`src/rtl/cordic_quad_post_q.sv`:
```
// cordic_quad_post_q: CORDIC quadrant post-correction with tag FIFO and registered output stream.
// Optional build macro CORDIC_QPOST_SAT_EN: saturating negation and sat_hit reporting.
`default_nettype none

module cordic_quad_post_q #(
    parameter int W      = 24,
    parameter int QDEPTH = 16,
    parameter int AW     = $clog2(QDEPTH)
) (
    input  logic          clk,
    input  logic          aresetn,
    input  logic          clr,
    input  logic          q_valid,
    output logic          q_ready,
    input  logic [1:0]    q_in,
    input  logic          res_valid,
    output logic          res_ready,
    input  logic [W-1:0]  cos_pre,
    input  logic [W-1:0]  sin_pre,
    output logic          o_valid,
    input  logic          o_ready,
    output logic [W-1:0]  cos,
    output logic [W-1:0]  sin,
    output logic [AW:0]   q_level,
    output logic          err_underflow,
    output logic          sat_hit
);

    localparam logic [AW:0] FULL_LEVEL = (AW+1)'(QDEPTH);

    logic [1:0]    mem_q [QDEPTH];
    logic [AW-1:0] wr_ptr_q, wr_ptr_d;
    logic [AW-1:0] rd_ptr_q, rd_ptr_d;
    logic [AW:0]   level_q, level_d;
    logic          o_valid_q;
    logic [W-1:0]  cos_q, sin_q;
    logic          err_q;

    logic          empty;
    logic          push;
    logic          accept;
    logic          pop;
    logic [1:0]    tag;
    logic [W-1:0]  neg_c, neg_s;
    logic [W-1:0]  cos_d, sin_d;

    assign empty     = (level_q == '0);
    assign q_ready   = (level_q != FULL_LEVEL);
    assign res_ready = !o_valid_q || o_ready;

    // clr wins over both FIFO ports; an accept on an empty FIFO never moves the pointers
    assign push   = q_valid && q_ready && !clr;
    assign accept = res_valid && res_ready && !clr;
    assign pop    = accept && !empty;

    always_comb begin
        wr_ptr_d = wr_ptr_q;
        rd_ptr_d = rd_ptr_q;
        level_d  = level_q;
        if (clr) begin
            wr_ptr_d = '0;
            rd_ptr_d = '0;
            level_d  = '0;
        end else begin
            if (push) wr_ptr_d = wr_ptr_q + 1'b1;
            if (pop)  rd_ptr_d = rd_ptr_q + 1'b1;
            level_d = level_q + {{AW{1'b0}}, push} - {{AW{1'b0}}, pop};
        end
    end

    always_ff @(posedge clk) begin
        if (push) mem_q[wr_ptr_q] <= q_in;
    end

    always_ff @(posedge clk or negedge aresetn) begin
        if (!aresetn) begin
            wr_ptr_q <= '0;
            rd_ptr_q <= '0;
            level_q  <= '0;
        end else begin
            wr_ptr_q <= wr_ptr_d;
            rd_ptr_q <= rd_ptr_d;
            level_q  <= level_d;
        end
    end

    assign tag = empty ? 2'b00 : mem_q[rd_ptr_q];

`ifdef CORDIC_QPOST_SAT_EN
    localparam logic [W-1:0] MIN_VAL = {1'b1, {(W-1){1'b0}}};
    localparam logic [W-1:0] MAX_VAL = {1'b0, {(W-1){1'b1}}};

    logic c_min, s_min;
    logic sat_d, sat_q;

    assign c_min = (cos_pre == MIN_VAL);
    assign s_min = (sin_pre == MIN_VAL);
    assign neg_c = c_min ? MAX_VAL : -cos_pre;
    assign neg_s = s_min ? MAX_VAL : -sin_pre;

    always_comb begin
        case (tag)
            2'b01:   sat_d = s_min;
            2'b10:   sat_d = c_min || s_min;
            2'b11:   sat_d = c_min;
            default: sat_d = 1'b0;
        endcase
    end

    always_ff @(posedge clk or negedge aresetn) begin
        if (!aresetn)     sat_q <= 1'b0;
        else if (clr)     sat_q <= 1'b0;
        else if (accept)  sat_q <= sat_d;
        else if (o_ready) sat_q <= 1'b0;
    end

    assign sat_hit = sat_q;
`else
    assign neg_c   = -cos_pre;
    assign neg_s   = -sin_pre;
    assign sat_hit = 1'b0;
`endif

    always_comb begin
        case (tag)
            2'b01:   begin cos_d = neg_s;   sin_d = cos_pre; end
            2'b10:   begin cos_d = neg_c;   sin_d = neg_s;   end
            2'b11:   begin cos_d = sin_pre; sin_d = neg_c;   end
            default: begin cos_d = cos_pre; sin_d = sin_pre; end
        endcase
    end

    // Data only loads on accept, so it holds while the consumer stalls
    always_ff @(posedge clk or negedge aresetn) begin
        if (!aresetn) begin
            o_valid_q <= 1'b0;
            cos_q     <= '0;
            sin_q     <= '0;
        end else if (clr) begin
            o_valid_q <= 1'b0;
        end else if (accept) begin
            o_valid_q <= 1'b1;
            cos_q     <= cos_d;
            sin_q     <= sin_d;
        end else if (o_ready) begin
            o_valid_q <= 1'b0;
        end
    end

    always_ff @(posedge clk or negedge aresetn) begin
        if (!aresetn)                err_q <= 1'b0;
        else if (clr)                err_q <= 1'b0;
        else if (accept && empty)    err_q <= 1'b1;
    end

    assign o_valid       = o_valid_q;
    assign cos           = cos_q;
    assign sin           = sin_q;
    assign q_level       = level_q;
    assign err_underflow = err_q;

endmodule

`default_nettype wire

```
`config.mk`:
```
export PLATFORM = sky130hd
export DESIGN_NAME = cordic_quad_post_q
export DESIGN_NICKNAME = d
export VERILOG_FILES = /design/src/rtl/cordic_quad_post_q.sv
export SDC_FILE = /design/constraint.sdc
export NUM_CORES = 1
export LEC_CHECK = 0
export BUFFER_PORTS_ARGS = -buffer_cell sky130_fd_sc_hd__buf_2
export CAP_MARGIN = 20
export CORE_UTILIZATION = 57
export CTS_CLUSTER_SIZE = 40
export DETAILED_ROUTE_END_ITERATION = 6
export PLACE_DENSITY = 0.81
export SLEW_MARGIN = 15
export SYNTH_ARGS = -nofsm -noshare
export SYNTH_HDL_FRONTEND = slang
export SYNTH_SLANG_ARGS = --single-unit
```
`constraint.sdc`:
```
create_clock -name clk -period 4.4 [get_ports clk]
set_input_delay 0.22 -clock clk [delete_from_list [all_inputs] [get_ports clk]]
set_output_delay 0.22 -clock clk [all_outputs]
set_load 0.02 [all_outputs]
```
# [After elaboration in Yosys (flattened, before gate mapping)]
# Memories as Yosys holds them, arrays and structs flattened.
# Cells that the tools add are included.
# Widths: inputs -> output; s select.
[word_totals] in_bits=56 word_cells=50 n_memories=1 register_bits=63 out_inout_bits=58 ramBits=32
[classes] bitwise=1 n_eq_ne=4 mux=15 addsub=6 n_reduce_logical=16
[memory_table] name="mem_q" words=16 width=2 read_ports=1 rd_ports_with_merged_regs=0 write_ports=1 line_no="31" rtl="logic [1:0] mem_q [QDEPTH];"
[ops] operator="$pmux 24 s3" count=2
[ops] operator="$neg 24->24" count=2
[ops] operator="$mux 4" count=4
[ops] operator="$add 4x1->4 const B" count=2
[ops] operator="$mux 1" count=7
[ops] operator="$logic_and 1x1->1" count=6
[ops] operator="$reduce_bool 2->1" count=3
[ops] operator="$add 5x1->5" count=1
[ops] operator="$logic_not 5->1" count=1
[ops] operator="$mux 5" count=1
[ops] operator="$ne 5x5->1 const B" count=1
[ops] operator="$sub 5x1->5" count=1
[ops] operator="$eq 2x2->1 const B" count=2
[ops] operator="$logic_not 1->1" count=3
[ops] operator="$reduce_bool 3->1" count=1
[ops] operator="$eq 2x1->1 const B" count=1
[ops] operator="$mux 2" count=1
[ops] operator="$reduce_and 2->1" count=1
[ops] operator="$logic_or 1x1->1" count=1
[ops] operator="$not 1->1" count=1

# [Longest topological paths before layout]
# Gate-level depths: netlist of the first run.
[logic_depth] word_depth=7 mapped_depth=16

# [Least setup slack after synthesis of the first run]
# OpenSTA, ideal clock, no wires.
[synth_timing] kind="register -> register" from="register level_q[3] (netlist: q_level[3])" to="register level_q[4] (netlist: q_level[4])" t_arrival_ns=3.127 setup_slack_ns=1.195 required_time_ns=4.322 stages_incl_launch_ff=16 synth_period_minus_slack_ns=3.205 n_path_buf=1 setup_time_ns=0.078 path_cell_list="dfrtp_1 -> inv_1 -> ha_1 -> nor4b_1 -> clkbuf_1 -> nor2_1 -> ha_1 -> inv_1 -> ha_1 -> inv_1 -> fa_1 -> inv_1 -> a21oi_1 -> nor2_1 -> or3_1 -> a21oi_1"
[synth_between] elab_chain_cells=6
[synth_rtl] element="start, declared" line_no="34" rtl="logic [AW:0] level_q, level_d;"
[synth_rtl] element="start signal, assigned" line_no="83" rtl="level_q <= level_d;"
[synth_rtl] element="$ne 5x5->1" line_no="48" rtl="assign q_ready = (level_q != FULL_LEVEL);"
[synth_rtl] element="$logic_and 1x1->1 (2 in a row)" line_no="52" rtl="assign push = q_valid && q_ready && !clr;"
[synth_rtl] element="$add 5x1->5" line_no="67" rtl="level_d = level_q + {{AW{1'b0}}, push} - {{AW{1'b0}}, pop};"
[synth_rtl] element="$sub 5x1->5 (*)" line_no="67"
[synth_rtl] element="$mux 5 (*)" line_no="60" rtl="if (clr) begin"
[synth_rtl] element="via level_d[4]" line_no="34"
# Mark *: on every way through the listed nets, which the timed path passes. The rest lies on a longest branch.
# A chain may end at the register's enable or synchronous reset.

# [Worst setup path in the final report of the first run]
[layout_timing] from="register rd_ptr_q[0]" to="register cos_q[7] (netlist: cos[7])"
[layout_between] elab_chain_cells=4
[layout_rtl] element="start, declared" line_no="33" rtl="logic [AW-1:0] rd_ptr_q, rd_ptr_d;"
[layout_rtl] element="start signal, assigned" line_no="82" rtl="rd_ptr_q <= rd_ptr_d;"
[layout_rtl] element="$mem_v2 16x2 (*)"
[layout_rtl] element="$mux 2 (*)" line_no="87" rtl="assign tag = empty ? 2'b00 : mem_q[rd_ptr_q];"
[layout_rtl] element="$eq 2x2->1 / $eq 2x1->1 (equally long branches)" line_no="125" rtl="case (tag)"
[layout_rtl] element="$pmux 24 s3 (*)" line_no="125"
[layout_rtl] element="end signal, assigned" line_no="143" rtl="cos_q <= cos_d;"
[layout_rtl] element="end, declared" line_no="36" rtl="logic [W-1:0] cos_q, sin_q;"
# Every way passes the cells marked *; elsewhere a longest branch is shown, timed or not.

==> results by group, run 1 <==
Drt
  • Routed WL: 19.9 mm
  • Drt via density: 6.65
  • DRT antenna net count: 0
  • Routed length per instance: 20.5 µm
  • Via Count: 6446
  • Router iterations before antenna repair: 7
  • Starting DRT DRC Count: 727
  • DRC Markers: 29

Floorplan
  • Die H: 108 µm
  • Ports: 114
  • Die footprint: 11700 µm²
  • Core box area: 10900 µm²
  • Starting Density: 58.9%
  • Row count: 38
  • Die X: 108 µm

Power and ir drop
  • Pwr per Cell Area: 599 nW/µm²
  • P_leak: 2.93 nW
  • Combinational share of power: 55.2%
  • Seq pwr share: 30.9%
  • Clk pwr share: 13.9%
  • Sw Share: 48.2%
  • Pint: 2.26 mW
  • Psw: 2.10 mW
  • Max rail drop VDD: 303 µV

Clock tree
  • Postcts setup bufs: 0
  • Clk buf depth: 2
  • Post-cts hold buffer count: 0
  • Clk pin slew, worst setup/hold paths: 0.11 ns
  • Clk_lat worst skew: 0.40 ns
  • H-tree depth: 3
  • Post-CTS Resized: 0
  • CTS tree: built
  • Root buf cell: clkbuf_8
  • TritonCTS Buffers: 9
  • Clock sink count: 95

Critical path
  • R2R depth: 8
  • Crit start category: flip-flop
  • Critical Path Stages: 8
  • Critical path data required time: 4.66 ns
  • CP top delay family: compound AO/OA/AOI/OAI gates
  • Critical Path AT: 3.92 ns
  • Setup CP Type: reg -> reg
  • CP endpoint kind: flip-flop
  • Crit Path Max Fanout: 19
  • Critical Path Slowest Stage Cell: a31oi_2
  • Buffers plus inverters on the worst setup path: 1
  • CP peak stage delay: 0.89 ns
  • Top cell by count, worst path: a221oi_1
  • Worst path cell trace: mux2i_1, a221oi_1, o21ai_1, buf_4, a31oi_2, o21ai_0, a221oi_1, a21oi_1

Timing
  • Number of max-slew violations in the final report: 0
  • Crit share post-route: 83.2%
  • RSZ-0062 raised after global routing: false
  • Fmax: 273 MHz
  • Slew margin rel.: 26.6%
  • Final setup fails: 0
  • Slew @ Worst Pin: 1.10 ns
  • Fin Clk Skew: 0.00945 ns
  • Total negative slack: 0 ns
  • Final hold vios: 0
  • Fin crit period: 3.66 ns

Global routing
  • Remaining global-route overflow: 0
  • Largest net degree at the start of global routing: 64
  • Initial antenna violation count: 0
  • Via count of the first global-routing pass: 6090
  • Total track usage: 34.5%
  • First-pass GRT wire length: 30.8 mm

Layout
  • FF+latch area: 2540 µm²
  • Multi-input gate area: 3600 µm²
  • Diodes inserted: 0
  • Area grow syn2layout: 13.5%
  • Most common cell after layout, fill and taps aside: buf_2
  • Layout cell share with drive strength beyond 1: 19.9%
  • Final nets: 894
  • # fillers: 934
  • Non-filler cells, final: 969
  • Most frequent cells in the layout: 112 x buf_2, 76 x nor2_1, 72 x o21ai_0

Placed design
  • Post-placement cell count: 952
  • Detailed placement HPWL: 14.1 mm
  • Final estimated routing congestion in global placement: 0.939
  • Port bufs: 112

Yosys
  • Sequential area share after synthesis: 39.6%
  • Distinct cells, synth: 73
  • Mapped Area: 6410 µm²
  • Mapped Nets: 803
  • Synth warn: 0
  • Post-synth EDFFs: 32
  • Post-synthesis async set-or-reset flop share: 66.3%
  • Mapped Cells: 733
  • Flops & latches, synth: 95
  • Prevailing post-synth register cell: dfrtp_1
  • Syn Area/Cell: 8.74 µm²

Outcome
  • Result of the run: finished, violations left
  • Failing checks: design-rule violations

Flow run
  • Max cap viols: 0

Hold path
  • Type of the tightest min-delay check: in -> async
## kinds of logic after synthesis
| kind of cell | Yosys count | synth area share [%] |
|---|---|---|
| AO/OA/AOI/OAI | 212 | 21.6 |
| XOR/XNOR | 47 | 6.42 |
| adder cells (fa/ha/maj) | 14 | 2.85 |
| buffers and inverters | 67 | 4.43 |
| flip-flops | 95 | 39.6 |
| multiplexers | 18 | 3.77 |
| other | 1 | 0.0585 |
| AND/OR/NAND/NOR | 279 | 21.3 |
## through the flow
| stage | worst slack [ns] | cell area (µm²) | hold WS [ns] | utilization (%) | power, mW |
|---|---|---|---|---|---|
| floorplan | 1.19 | 6410 | -0.0756 | - | 2.93 |
| global placement | 1.05 | 7060 | 0.453 | 64.9 | 3.64 |
| detailed placement | 0.962 | 7060 | 0.465 | 64.9 | 3.72 |
| CTS | 0.937 | 7270 | 0.0358 | 66.8 | 4.32 |
| global route | 0.707 | 7280 | 0.0770 | 66.8 | 4.60 |
| finish | 0.741 | 7280 | 0.00343 | 66.8 | 4.36 |
## cell usage after synthesis, types with 7 or more instances
master,n,area [µm²]
nor2_1,76,285
o21ai_0,72,360
nand2_1,71,267
dfrtp_1,63,1580
a21oi_1,44,220
clkbuf_1,34,128
nor3_1,34,170
edfxtp_1,32,961
xor2_1,24,210
xnor2_1,23,201
inv_1,18,67.6
nand3_1,18,90.1
or3_1,14,87.6
ha_1,13,163
nor4_1,13,81.3
buf_2,11,55.1
mux2i_1,11,110
a221oi_1,10,87.6
nor2b_1,10,62.6
a22oi_1,9,67.6
a222oi_1,8,80.1
a21o_1,7,52.6
and2_1,7,43.8
nand4_1,7,43.8
o211ai_1,7,52.6
## state kept, by name, summed over array words and instances (netlist names)
register / flops
err_underflow: 1
sin: 24
q_level: 5
wr_ptr_q: 4
o_valid: 1
rd_ptr_q: 4
cos: 24
mem_q: 32
## power by group through the flow
stage	registers (mW)	clock network (mW)	logic [mW]
2_1_floorplan	1.60	0	1.33
3_3_place_gp	1.35	0	2.29
3_5_place_dp	1.37	0	2.35
4_1_cts	1.35	0.614	2.36
5_1_grt	1.37	0.646	2.59
6_report	1.35	0.605	2.41
## worst paths after layout
kind | endpoint | slack, ns | startpoint
worst max-delay path | cos[7]$_DFFE_PN0P_ | 0.74 | rd_ptr_q[0]$_DFFE_PN0P_
worst max register to register | cos[7]$_DFFE_PN0P_ | 0.74 | rd_ptr_q[0]$_DFFE_PN0P_
worst min register to register | cos[4]$_DFFE_PN0P_ | 0.49 | cos[4]$_DFFE_PN0P_
min in group clk | o_valid$_DFFE_PN0P_ | 0.12 | res_valid
max in group asynchronous | cos[15]$_DFFE_PN0P_ | 3.85 | aresetn
worst min-delay path | sin[1]$_DFFE_PN0P_ | 0.003 | aresetn
## routing by layer
metal  GRT usage, %  routed length [µm]  vias up
li1               -                   -     2876
met1           44.8                7750     3045
met2           54.9                9410      441
met3           5.36                1850       84
met4           19.9                 845        0
met5              0                   0        -
## area by class of cell
class	instances	area share, %
clock buffers	9	1.70
clock inverters	7	1.12
inverters	18	0.928
multi-input cells	571	49.5
flip-flops and latches	95	34.9
well taps	140	2.41
repair buffers	129	9.46
Power figures use the tool's default switching activity.
==> inputs of run 2 (changes only) <==
- CORE_UTILIZATION: 57 -> 52
- PLACE_DENSITY: 0.81 -> 0.78
- clock period: 4.4 -> 3.2 ns (I/O delays scaled with it)
==> run 2 against run 1 <==
Against the previous run: the flow now finishes without violations; global-route usage decreased by 1.7 points; largest power group unchanged; worst hold slack got worse by 0.00084 ns; final area up 4.3%; highest routed layer unchanged; wire length increased by 2.3%; critical path depth down 1; die area is 9.4% higher; clock power is 83% higher; setup slack lost 0.48 ns; sequential cell count unchanged; non-clock buffer count grew 25; power increased by 48%; register-to-register slack got worse by 0.48 ns.
==> results by group, run 2 (synthesis gave the netlist of run 1 again) <==
Outcome
  • Result of the run: finished clean

Placed design
  • Detailed placement HPWL: 14.5 mm
  • Port bufs: 112
  • Final estimated routing congestion in global placement: 0.918
  • Pre-CTS setup slack: 0.308 ns

Layout
  • Most frequent cells in the layout: 112 x buf_2, 76 x nor2_1, 72 x o21ai_0
  • Area grow syn2layout: 18.4%
  • Diodes inserted: 0
  • Most common cell after layout, fill and taps aside: buf_2
  • Final nets: 919
  • Max reg flops: 32
  • Layout cell share with drive strength beyond 1: 22.2%
  • Largest reg by FF count: mem_q

Clock tree
  • Root buf cell: clkbuf_16
  • Postcts setup bufs: 0
  • TritonCTS Buffers: 9
  • Clk buf depth: 2
  • H-tree depth: 3
  • Post-CTS Resized: 0
  • Clk pin slew, worst setup/hold paths: 0.08 ns
  • Post-cts hold buffer count: 0
  • CTS tree: built
  • Clk_lat worst skew: 0.36 ns
  • Clock sink count: 95

Floorplan
  • Starting Density: 53.4%
  • Die H: 113 µm
  • Die footprint: 12800 µm²
  • Row count: 40
  • Die X: 113 µm
  • Ports: 114
  • Core box area: 12000 µm²

Critical path
  • Crit start category: flip-flop
  • Critical Path AT: 3.24 ns
  • CP peak stage delay: 0.61 ns
  • Setup CP Type: reg -> reg
  • CP endpoint kind: flip-flop
  • Critical path data required time: 3.50 ns
  • Critical Path Slowest Stage Cell: mux4_1
  • R2R depth: 7
  • Worst path cell trace: mux4_1, a22o_1, or2_0, a21o_4, or3_1, a31oi_1, o22a_1
  • Crit Path Max Fanout: 25

Drt
  • Routed WL: 20.3 mm
  • DRT antenna net count: 0
  • Router iterations before antenna repair: 7
  • Starting DRT DRC Count: 840
  • Via Count: 6450
  • Drt via density: 6.44
  • Routed length per instance: 20.3 µm
  • DRC Markers: 0

Power and ir drop
  • Combinational share of power: 54.0%
  • P_leak: 3.11 nW
  • Sw Share: 46.0%
  • Clk pwr share: 17.2%
  • Seq pwr share: 28.8%
  • Pint: 3.48 mW
  • Max rail drop VDD: 470 µV
  • Psw: 2.96 mW
  • Pwr per Cell Area: 849 nW/µm²

Timing
  • Fin Clk Skew: 0.00867 ns
  • RSZ-0062 raised after global routing: false
  • Fin crit period: 2.94 ns
  • Crit share post-route: 91.9%
  • Fin worst setup slack: 0.259 ns
  • Final hold vios: 0
  • Slew margin rel.: 40.9%
  • Total negative slack: 0 ns
  • Number of max-slew violations in the final report: 0
  • Final setup fails: 0
  • Fmax: 340 MHz
  • Slew @ Worst Pin: 0.887 ns

Global routing
  • Remaining global-route overflow: 0
  • Initial antenna violation count: 0
  • Largest net degree at the start of global routing: 64
  • First-pass GRT wire length: 32.2 mm
  • Total track usage: 32.8%
  • Via count of the first global-routing pass: 6183

Flow run
  • Max cap viols: 0

Hold path
  • Type of the tightest min-delay check: in -> async
==> run 2: worst paths after layout <==
kind	startpoint	endpoint	slack, ns
setup / recovery	rd_ptr_q[0]$_DFFE_PN0P_	sin[18]$_DFFE_PN0P_	0.26
hold / removal	aresetn	cos[5]$_DFFE_PN0P_	0.003
setup reg to reg	rd_ptr_q[0]$_DFFE_PN0P_	sin[18]$_DFFE_PN0P_	0.26
hold reg to reg	sin[2]$_DFFE_PN0P_	sin[2]$_DFFE_PN0P_	0.47
max in group asynchronous	aresetn	cos[22]$_DFFE_PN0P_	2.62
min in group clk	res_valid	o_valid$_DFFE_PN0P_	0.05
==> run 2: metrics by stage <==
step	power, mW	instance area, µm²	hold WS, ns	util (%)	std cells
detailed placement	5.28	7280	0.417	60.6	985
global route	6.81	7590	0.0690	63.2	1001
CTS	6.40	7590	0.0254	63.2	1001
global placement	5.22	7280	0.401	60.6	985
floorplan	4.04	6420	-0.136	-	733
finish	6.44	7590	0.00260	63.2	1001
==> run 2: power by group through the flow <==
stage / Sequential [mW] / Clock (mW) / Combinational [mW]
after floorplan: 2.21 / 0 / 1.83
final: 1.86 / 1.11 / 3.48
after global placement: 1.86 / 0 / 3.36
after global routing: 1.89 / 1.16 / 3.76
after CTS: 1.85 / 1.12 / 3.43
after detailed placement: 1.87 / 0 / 3.41
==> run 2: layer usage <==
layer	GRT usage (%)	vias to the layer above	wire (µm)
met4	16.6	0	715
met5	0	-	0
met2	50.7	387	9230
met1	44.1	3066	8420
li1	-	2933	-
met3	6.37	64	1960
==> run 2: final cells by class <==
class                   count  area, µm²
clock buffers               9        225
clock inverters             7       83.8
fillers                  1016       4420
inverters                  18       67.6
multi-input cells         571       3600
flip-flops and latches     95       2540
well taps                 147        184
repair buffers            154        888
==> run 2: critical path: cells and delay by family, from the launching register on <==
kind               cells  cell delay (ns)
AOI/OAI and AO/OA      4             0.95
DFF                    1             0.57
and+or+nand+nor        2             0.72
muxes                  1             0.61
==> inputs of run 3 (changes only) <==
- BUFFER_PORTS_ARGS: -buffer_cell sky130_fd_sc_hd__buf_2 -> unset
- CORE_UTILIZATION: 52 -> 60
- DONT_BUFFER_PORTS: unset -> 1
- PLACE_DENSITY: 0.78 -> 0.76
- clock period: 3.2 -> 3.5 ns (I/O delays scaled with it)
==> run 3 against run 2 <==
Against the previous run: global-route usage grew 2.9 points; worst hold slack gained 0.0098 ns; clock-buffer cell count is the same; clock skew grew 0.0012 ns; non-clock buffer count shrank 108; first-iteration DRC count shrank 29%; register-to-register slack gained 0.02 ns; final area shrank 8.2%; clock power shrank 36%; critical path type unchanged; largest power group unchanged.
==> results by group, run 3 (synthesis gave the netlist of run 1 again) <==
Critical path
  • R2R depth: 7
  • Reg-to-reg startpoint: rd_ptr_q[0]$_DFFE_PN0P_
  • Setup CP Type: reg -> reg
  • Worst path cell trace: mux4_1, a22o_1, or2_0, a21o_4, or3_1, a31oi_1, o22a_1
  • Critical Path Slowest Stage Cell: dfrtp_1
  • CP endpoint kind: flip-flop
  • Critical path data required time: 3.83 ns
  • Crit Path Max Fanout: 25
  • Critical Path AT: 3.55 ns
  • Crit start category: flip-flop
  • Internal reg-to-reg setup slack: 0.28 ns
  • CP peak stage delay: 0.64 ns
  • Buffers plus inverters on the worst setup path: 0
  • CP top delay family: compound AO/OA/AOI/OAI gates
  • RR Endpoint: sin[5]$_DFFE_PN0P_

Timing
  • Final hold vios: 0
  • Fin Clk Skew: 0.00990 ns
  • Crit share post-route: 92.0%
  • Slew @ Worst Pin: 0.920 ns
  • RSZ-0062 raised after global routing: false
  • Slew margin rel.: 38.7%
  • Fin worst setup slack: 0.280 ns
  • Total negative slack: 0 ns
  • Fmax: 311 MHz
  • Fin crit period: 3.22 ns
  • Number of max-slew violations in the final report: 0
  • Final setup fails: 0

Global routing
  • First-pass GRT wire length: 30.6 mm
  • Largest net degree at the start of global routing: 64
  • Via count of the first global-routing pass: 5968
  • Total track usage: 35.7%
  • Initial antenna violation count: 0
  • Remaining global-route overflow: 0

Power and ir drop
  • Max rail drop VDD: 438 µV
  • Clk pwr share: 13.8%
  • Pwr per Cell Area: 742 nW/µm²
  • Seq pwr share: 40.4%
  • Final Total Pwr: 5.17 mW
  • Psw: 2.49 mW
  • Sw Share: 48.1%
  • Pint: 2.68 mW
  • P_leak: 2.61 nW
  • Combinational share of power: 45.8%

Placed design
  • Detailed placement HPWL: 13.7 mm
  • Final estimated routing congestion in global placement: 0.951
  • Pre-CTS setup slack: 0.327 ns
  • Post-placement cell count: 850
  • Port bufs: 0

Layout
  • Area grow syn2layout: 8.74%
  • Layout cell share with drive strength beyond 1: 8.98%
  • Non-filler cells, final: 882
  • Final nets: 811
  • Largest reg by FF count: mem_q
  • # fillers: 845
  • Max reg flops: 32
  • Most frequent cells in the layout: 76 x nor2_1, 72 x o21ai_0, 71 x nand2_1
  • Diodes inserted: 0
  • Final Util: 67.5%
  • Most common cell after layout, fill and taps aside: nor2_1

Drt
  • Starting DRT DRC Count: 596
  • DRC Markers: 0
  • M1 WL: 7.27 mm
  • Met3 routed WL: 1.71 mm
  • Routed length per instance: 22.2 µm
  • Drt via density: 6.89
  • Router iterations before antenna repair: 7
  • Uppermost layer routed: met4
  • Routed WL: 19.6 mm
  • Met2 wire len: 9.76 mm
  • Via Count: 6074
  • DRT antenna net count: 0

Floorplan
  • Die H: 105 µm
  • Starting Density: 62.1%
  • Row count: 37
  • Die footprint: 11100 µm²
  • Ports: 114
  • Core box area: 10300 µm²
  • Die X: 105 µm

Clock tree
  • Clock sink count: 95
  • Root buf cell: clkbuf_8
  • TritonCTS Buffers: 9
  • H-tree depth: 3
  • Clk_lat worst skew: 0.38 ns
  • CTS tree: built
  • Postcts setup bufs: 0
  • Clk buf depth: 2
  • Post-CTS Resized: 0
  • Clk pin slew, worst setup/hold paths: 0.10 ns

Hold path
  • Hold Path Depth: 2
  • Hold path start: cos_pre[11]
  • Min-Delay Endpoint: sin[11]$_DFFE_PN0P_
  • Type of the tightest min-delay check: in -> reg

Flow run
  • Max cap viols: 0

Outcome
  • Result of the run: finished clean
run 3: power groups by stage:
stage	Combinational, mW	Clock, mW	Sequential, mW
floorplan	1.67	0	2.01
global placement	2.22	0	2.10
detailed placement	2.27	0	2.12
CTS	2.32	0.723	2.09
global route	2.56	0.757	2.12
finish	2.37	0.711	2.09
run 3: worst max path at each step:
stage / from / slack (ns) / endpoint / cells after the start
detailed placement: q_level[3]$_DFF_PN0_ / 0.33 / q_level[4]$_DFF_PN0_ / 15
global placement: rd_ptr_q[0]$_DFFE_PN0P_ / 0.44 / sin[18]$_DFFE_PN0P_ / 7
global route: q_level[3]$_DFF_PN0_ / 0.07 / q_level[4]$_DFF_PN0_ / 15
finish: rd_ptr_q[0]$_DFFE_PN0P_ / 0.28 / sin[5]$_DFFE_PN0P_ / 7
CTS: q_level[3]$_DFF_PN0_ / 0.29 / q_level[4]$_DFF_PN0_ / 15
floorplan: q_level[3]$_DFF_PN0_ / 0.29 / q_level[4]$_DFF_PN0_ / 15
run 3: cell type report:
cell class	instances	area [µm²]	share of cell area, %
inverter	18	67.6	0.969
clock inverter	7	65.1	0.933
multi-input combinational	571	3600	51.7
tap	136	170	2.44
timing repair buffer	46	403	5.78
sequential	95	2540	36.4
clock buffer	9	124	1.78
run 3: worst register-to-register path, cell delays in order, from the launching register on:
cell,delay (ns)
dfrtp_1,0.64
mux4_1,0.61
a22o_1,0.26
or2_0,0.52
a21o_4,0.43
or3_1,0.38
a31oi_1,0.17
o22a_1,0.16
run 3: repair_timing:
item,in CTS,in global routing
endpoints found under the hold margin,119,0
hold buffers,16,0
endpoints found under the setup margin,0,0
run 3: per-stage QoR:
stage / cell area [µm²] / hold WS, ns
2_1_floorplan: 6410 / -0.121
3_3_place_gp: 6600 / -0.119
3_5_place_dp: 6600 / -0.119
4_1_cts: 6970 / 0.00251
5_1_grt: 6970 / 0.0149
6_report: 6970 / 0.0124
run 3: per-layer routing:
layer | global-route usage [%] | vias up
met3 | 7.42 | 74
met1 | 41.7 | 2912
met4 | 18.2 | 0
met2 | 61.8 | 371
li1 | - | 2717
met5 | 0 | -
